## config.mk

```make
export PLATFORM = sky130hd
export DESIGN_NAME = disaggregator_flat
export DESIGN_NICKNAME = d
export VERILOG_FILES = /design/src/rtl/disagg_if.sv /design/src/rtl/disaggregator.sv /design/src/flat_wrapper.sv
export SDC_FILE = /design/constraint.sdc
export NUM_CORES = 1
export LEC_CHECK = 0
export CORE_ASPECT_RATIO = 2
export CORE_UTILIZATION = 34
export DETAILED_ROUTE_END_ITERATION = 8
export GPL_ROUTABILITY_DRIVEN = 0
export PLACE_DENSITY = 0.65
export SYNTH_ARGS = -nofsm -noshare
export SYNTH_HDL_FRONTEND = slang
export SYNTH_SLANG_ARGS = --single-unit
```

## constraint.sdc

```tcl
create_clock -name clk -period 2.76 [get_ports clk]
set_clock_uncertainty 0.05 [all_clocks]
set_input_delay 0.276 -clock clk [delete_from_list [all_inputs] [get_ports clk]]
set_output_delay 0.276 -clock clk [all_outputs]
set_load 0.005 [all_outputs]
```

## src/rtl/disagg_if.sv

```systemverilog
// disagg_if: upstream dequeue / downstream enqueue handshake bundle for the disaggregator (receiver_last exists only with DISAGG_LAST_EN)
interface disagg_if #(
  parameter int DATA_WIDTH  = 16,
  parameter int FETCH_WIDTH = 4
);
  logic [FETCH_WIDTH*DATA_WIDTH-1:0] sender_data;
  logic sender_empty_n;
  logic sender_deq;
  logic [DATA_WIDTH-1:0] receiver_data;
  logic receiver_full_n;
  logic receiver_enq;
`ifdef DISAGG_LAST_EN
  logic receiver_last;
  modport master (output sender_data, sender_empty_n, receiver_full_n,
                  input sender_deq, receiver_data, receiver_enq, receiver_last);
  modport slave (input sender_data, sender_empty_n, receiver_full_n,
                 output sender_deq, receiver_data, receiver_enq, receiver_last);
`else
  modport master (output sender_data, sender_empty_n, receiver_full_n,
                  input sender_deq, receiver_data, receiver_enq);
  modport slave (input sender_data, sender_empty_n, receiver_full_n,
                 output sender_deq, receiver_data, receiver_enq);
`endif
endinterface

```

## src/rtl/disaggregator.sv

```systemverilog
// disaggregator: splits one wide upstream word into FETCH_WIDTH narrow words, lane 0 first (optional DISAGG_LAST_EN adds receiver_last)
module disaggregator #(
  parameter int DATA_WIDTH  = 16,
  parameter int FETCH_WIDTH = 4
) (
  input  logic clk,
  input  logic rst_n,
  disagg_if.slave bus,
  output logic idle
);
  localparam int LW = $clog2(FETCH_WIDTH);
  typedef enum logic {IDLE, SEND} state_t;
  state_t state, state_nx;
  logic [LW-1:0] lane, lane_nx;
  logic [FETCH_WIDTH-1:0][DATA_WIDTH-1:0] hold, hold_nx;
  logic busy, last, deq, enq;
  assign busy = state == SEND;
  assign last = busy && (lane == LW'(FETCH_WIDTH - 1));
  assign enq = busy && bus.receiver_full_n;
  assign deq = bus.sender_empty_n && (!busy || (last && bus.receiver_full_n));
  assign bus.sender_deq = deq;
  assign bus.receiver_enq = enq;
  assign bus.receiver_data = hold[lane];
  assign idle = !busy;
`ifdef DISAGG_LAST_EN
  assign bus.receiver_last = last && bus.receiver_full_n;
`endif
  // state, lane pointer and held word registers
  always_ff @(posedge clk or negedge rst_n)
    if (!rst_n) begin
      state <= IDLE;
      lane <= '0;
      hold <= '0;
    end else begin
      state <= state_nx;
      lane <= lane_nx;
      hold <= hold_nx;
    end
  // a reload takes priority and restarts at lane 0, so the final lane and the next word overlap without a bubble
  always_comb begin
    state_nx = state;
    lane_nx = lane;
    hold_nx = hold;
    if (deq) begin
      state_nx = SEND;
      lane_nx = '0;
      hold_nx = bus.sender_data;
    end else if (enq) begin
      state_nx = last ? IDLE : SEND;
      lane_nx = last ? '0 : lane + 1'b1;
    end
  end
endmodule

```

## src/flat_wrapper.sv

```systemverilog
// flat-port wrapper written by rule: the top's interface ports become plain ports
module disaggregator_flat 
#(
  parameter int DATA_WIDTH  = 16,
  parameter int FETCH_WIDTH = 4
)
  (clk, rst_n, idle, bus_sender_data, bus_sender_empty_n, bus_receiver_full_n, bus_sender_deq, bus_receiver_data, bus_receiver_enq);
  disagg_if #(.DATA_WIDTH(DATA_WIDTH), .FETCH_WIDTH(FETCH_WIDTH)) bus_i ();
  input  logic clk;
  input  logic rst_n;
  output logic idle;
  input wire logic [$bits(bus_i.sender_data)-1:0] bus_sender_data;
  input wire logic [$bits(bus_i.sender_empty_n)-1:0] bus_sender_empty_n;
  input wire logic [$bits(bus_i.receiver_full_n)-1:0] bus_receiver_full_n;
  output wire logic [$bits(bus_i.sender_deq)-1:0] bus_sender_deq;
  output wire logic [$bits(bus_i.receiver_data)-1:0] bus_receiver_data;
  output wire logic [$bits(bus_i.receiver_enq)-1:0] bus_receiver_enq;
  assign bus_i.sender_data = bus_sender_data;
  assign bus_i.sender_empty_n = bus_sender_empty_n;
  assign bus_i.receiver_full_n = bus_receiver_full_n;
  assign bus_sender_deq = bus_i.sender_deq;
  assign bus_receiver_data = bus_i.receiver_data;
  assign bus_receiver_enq = bus_i.receiver_enq;
  disaggregator #(.DATA_WIDTH(DATA_WIDTH), .FETCH_WIDTH(FETCH_WIDTH)) u_core (.clk(clk), .rst_n(rst_n), .bus(bus_i), .idle(idle));
endmodule
```

=== Word level (Yosys, flattened, before mapping) ===
Cells that the tools add are included.

* Add/subtract/negate cells: 1
* $lt $le $gt $ge: 1
* Equality and inequality tests: 1
* Muxes and demuxes: 8
* Reductions and logical operators: 7

{| class="wikitable"
|+ Operator list
! kind !! number
|-
| binary-select mux 16 bit (select 2 bit) || 1
|-
| 2-to-1 mux 16 bit || 1
|-
| 2-to-1 mux 2 bit || 3
|-
| logical AND 1 bit || 4
|-
| less-than comparator 2 x 3 -> 1 bit, second input constant || 1
|-
| 2-to-1 mux 1 bit || 3
|-
| adder 2 x 1 -> 2 bit, second input constant || 1
|-
| == test 2 bit, second input constant || 1
|-
| nonzero test 2 bit || 1
|-
| logical NOT 1 bit || 1
|-
| logical OR 1 bit || 1
|}

* Register bits: 67
* Output and inout bits: 19
* Word-level logic and storage cells: 24

=== Longest topological paths before layout ===
* Depth after elaboration: 6
* Depth in mapped cells: 5
* Gate-level depth less buffers: 3

=== Worst setup path before layout ===
Ideal clock, no wire load.

* Path type: register to output
* From: register u_core.lane[0]
* To: output bus_receiver_data[10]
* Arrival time: 1.221 ns
* Data required time: 2.434 ns
* Setup slack: 1.213 ns
* Cell stages (with the launch flop): 4
* Cell sequence: dfrtp_1 -> buf_6 -> buf_6 -> mux4_1

* Word-level cells in the longest chain between the ends: 2

{| class="wikitable"
|+ RTL lines
! item !! line !! source
|-
| start, declared || disaggregator.sv:14 || <nowiki>logic [LW-1:0] lane, lane_nx;</nowiki>
|-
| start signal, assigned || disaggregator.sv:36 || <nowiki>lane <= lane_nx;</nowiki>
|-
| binary-select mux 16 bit (select 2 bit) || disaggregator.sv:23 || <nowiki>assign bus.receiver_data = hold[lane];</nowiki>
|-
| 2-to-1 mux 16 bit (implied by the code) || disaggregator.sv:23 ||
|-
| end, declared || flat_wrapper.sv:16 || <nowiki>output wire logic [$bits(bus_i.receiver_data)-1:0] bus_receiver_data;</nowiki>
|}

Every way passes these cells. The select of a mux whose other input is x is not followed.

=== Worst setup path after layout ===
* From: register u_core.lane[0]
* To: output bus_receiver_data[4]

Same word-level chain as after synthesis.

==> run summary <==
Seq/Total Area, Yosys: 0.429
Post-Layout Cell Count: 548
Total Routed Length: 9740 µm
Final core occ: 0.462
Tightest Pin Transition: 0.888 ns
Synth top area cells: dfrtp_1 43%, o32ai_2 25%, mux4_2 6.9%
Post-DP HPWL: 6810 µm
TritonCTS clock tree: yes
Unique masters post-synth: 23
Net count after synthesis: 392
Initial DRC count: 190
Status: finished clean
Startpoint Class: flip-flop
Clk sink count: 67
Largest net degree at the start of global routing: 68
Post-CTS sizing: 0
Clock slew at reported path FFs: 0.06 ns
CP Data Required Time: 2.43 ns
Rel. slew slack: 0.408
Worst hold-check path type: input port to async pin
Post-synth ARST share: 1.00
Post-DR vias/cell: 4.98
Clk_lat worst skew: 0.33 ns
Slowest cell on the critical path: dfrtp_1
Post-synth EDFFs: 0
H-tree depth: 3
Fin crit period: 2.46 ns
Vias post-DR: 2729
Setup TNS: 0 ns
Port-buffer cells: 86
GRT Residual Overflow: 0
Worst EP arrival: 2.13 ns
Leak: 2.24 nW
Number of global-route vias before repair: 2897
Area grow syn2layout: 32.6%
Slowest stage delay, CP: 0.55 ns
Yosys warnings: 0
FP Rows: 55
Family with the most delay on the worst path: buffers and inverters
Worst path cell trace: buf_4 -> mux4_1 -> clkdlybuf4s50_1
Wire length per cell: 17.8 µm
Top FF cell, synth: dfrtp_1
Syn Area/Cell: 12.1 µm²
Ports: 87
Die width: 77.8 µm
Cell Area, Synth: 0.00391 mm²
Max Slew Vio Count: 0
Max-Cap Viols: 0
CP max FO: 6
Filler Cells Inserted: 1044
Root Buffer: clkbuf_16
VDD IR-drop max: 0.433 mV
Tcrit/Tclk final: 0.891
First-pass GRT wire length: 15400 µm
# setup viols final: 0
Nets: 468
Post-DRT Antenna Nets: 0
Clock buffer depth: 2
Gr usage total: 0.174
Post-synthesis register bit count: 67
RSZ-0062 raised after global routing: no
Cts bufs inserted: 9
F_max: 407 MHz
Post-CTS Setup Inserts: 0
Starting Density: 0.348
Kind of critical path: flip-flop to output port
Hold Violations, Final: 0
Die Area: 0.0120 mm²
Area after DPL: 0.00483 mm²
Synth area leader: dfrtp_1
Mapped Cells: 323
Power Density: 1100 mW/mm²
Die height: 154 µm
Share of cells above drive strength 1: 0.267
Finished Cell Area: 0.00518 mm²
DRC: 0
Dpl cells: 530
Share of Yosys cell area claimed by the top area cell type: 0.429
Worst path bufs/invs: 2
CTS hold repair buffers: 0
Core area: 0.0112 mm²
Initial antenna violation count: 2
Drt pass-1 iters: 6
CP endpoint kind: output port
==> final timing paths <==
check,from,endpoint,slack (ns),depth (start not counted)
hold reg to reg,u_core.hold[44],u_core.hold[44],0.49,2
hold / removal,rst_n,u_core.hold[29],0.07,2
min in group clk,bus_sender_empty_n,u_core.hold[6],0.38,3
setup reg to reg,u_core.lane[1],u_core.hold[50],0.60,4
setup / recovery,u_core.lane[0],bus_receiver_data[4],0.30,3
max in group asynchronous,rst_n,u_core.hold[38],1.98,2
==> registers in the layout (all words and copies together), names as in the netlist <==
signal and count:
u_core.busy 1, u_core.hold 64, u_core.lane 2
==> layout by cell type, fill, tap and decap left out, types with 2 or more instances in the layout <==
cell	n
clkdlybuf4s50_1	84
dfrtp_1	67
inv_1	66
nand2_1	66
o32ai_2	60
mux4_2	12
clkbuf_16	9
buf_4	9
mux4_1	4
o32ai_1	4
bufinv_16	3
buf_12	3
diode_2	2
buf_2	2
==> synth_stat cells, types with 2 or more instances <==
| cell | count |
|---|---|
| dfrtp_1 | 67 |
| inv_1 | 66 |
| nand2_1 | 66 |
| o32ai_2 | 60 |
| mux4_2 | 12 |
| buf_6 | 10 |
| buf_2 | 9 |
| clkbuf_1 | 6 |
| buf_4 | 5 |
| mux4_1 | 4 |
| o32ai_1 | 4 |
| clkbuf_8 | 2 |
| nor2b_1 | 2 |
==> area by class of cell <==
class,count,area [µm²],area share
diodes,2,5.00,0.000966
clock buffers,10,239,0.0461
clock inverters,6,111,0.0215
inverters,66,248,0.0478
multi-input cells,157,1750,0.337
flip-flops and latches,67,1680,0.324
well taps,142,178,0.0343
repair buffers,98,978,0.189
==> power breakdown <==
group,switching [mW],total (mW),internal [mW]
clock,0.436,1.34,0.908
combinational,0.926,2.57,1.64
sequential,0.324,1.79,1.47
total,1.69,5.70,4.02
==> cell families after synthesis <==
group / share of synthesized area
DFF: 0.429
muxes: 0.0960
and+or+nand+nor: 0.0775
adders and majority gates: 0.00320
buffers and inverters: 0.128
AOI/OAI and AO/OA: 0.266
==> metal layers <==
layer	share of wire	track usage	up-vias
li1	-	-	1298
met1	0.39	0.195	1364
met2	0.57	0.310	56
met3	0.027	0.0285	11
met4	0.021	0.0898	0
met5	0	0	-
==> per-stage QoR <==
| stage | power, mW | setup slack [ns] | hold slack, ns |
|---|---|---|---|
| final | 5.70 | 0.300 | 0.0746 |
| after CTS | 5.77 | 0.239 | 0.129 |
| after global placement | 4.33 | 0.619 | 0.474 |
| after global routing | 6.01 | 0.182 | 0.159 |
| after floorplan | 3.51 | 1.21 | -0.0696 |
| after detailed placement | 4.40 | 0.598 | 0.483 |
Power figures use the tool's default switching activity.
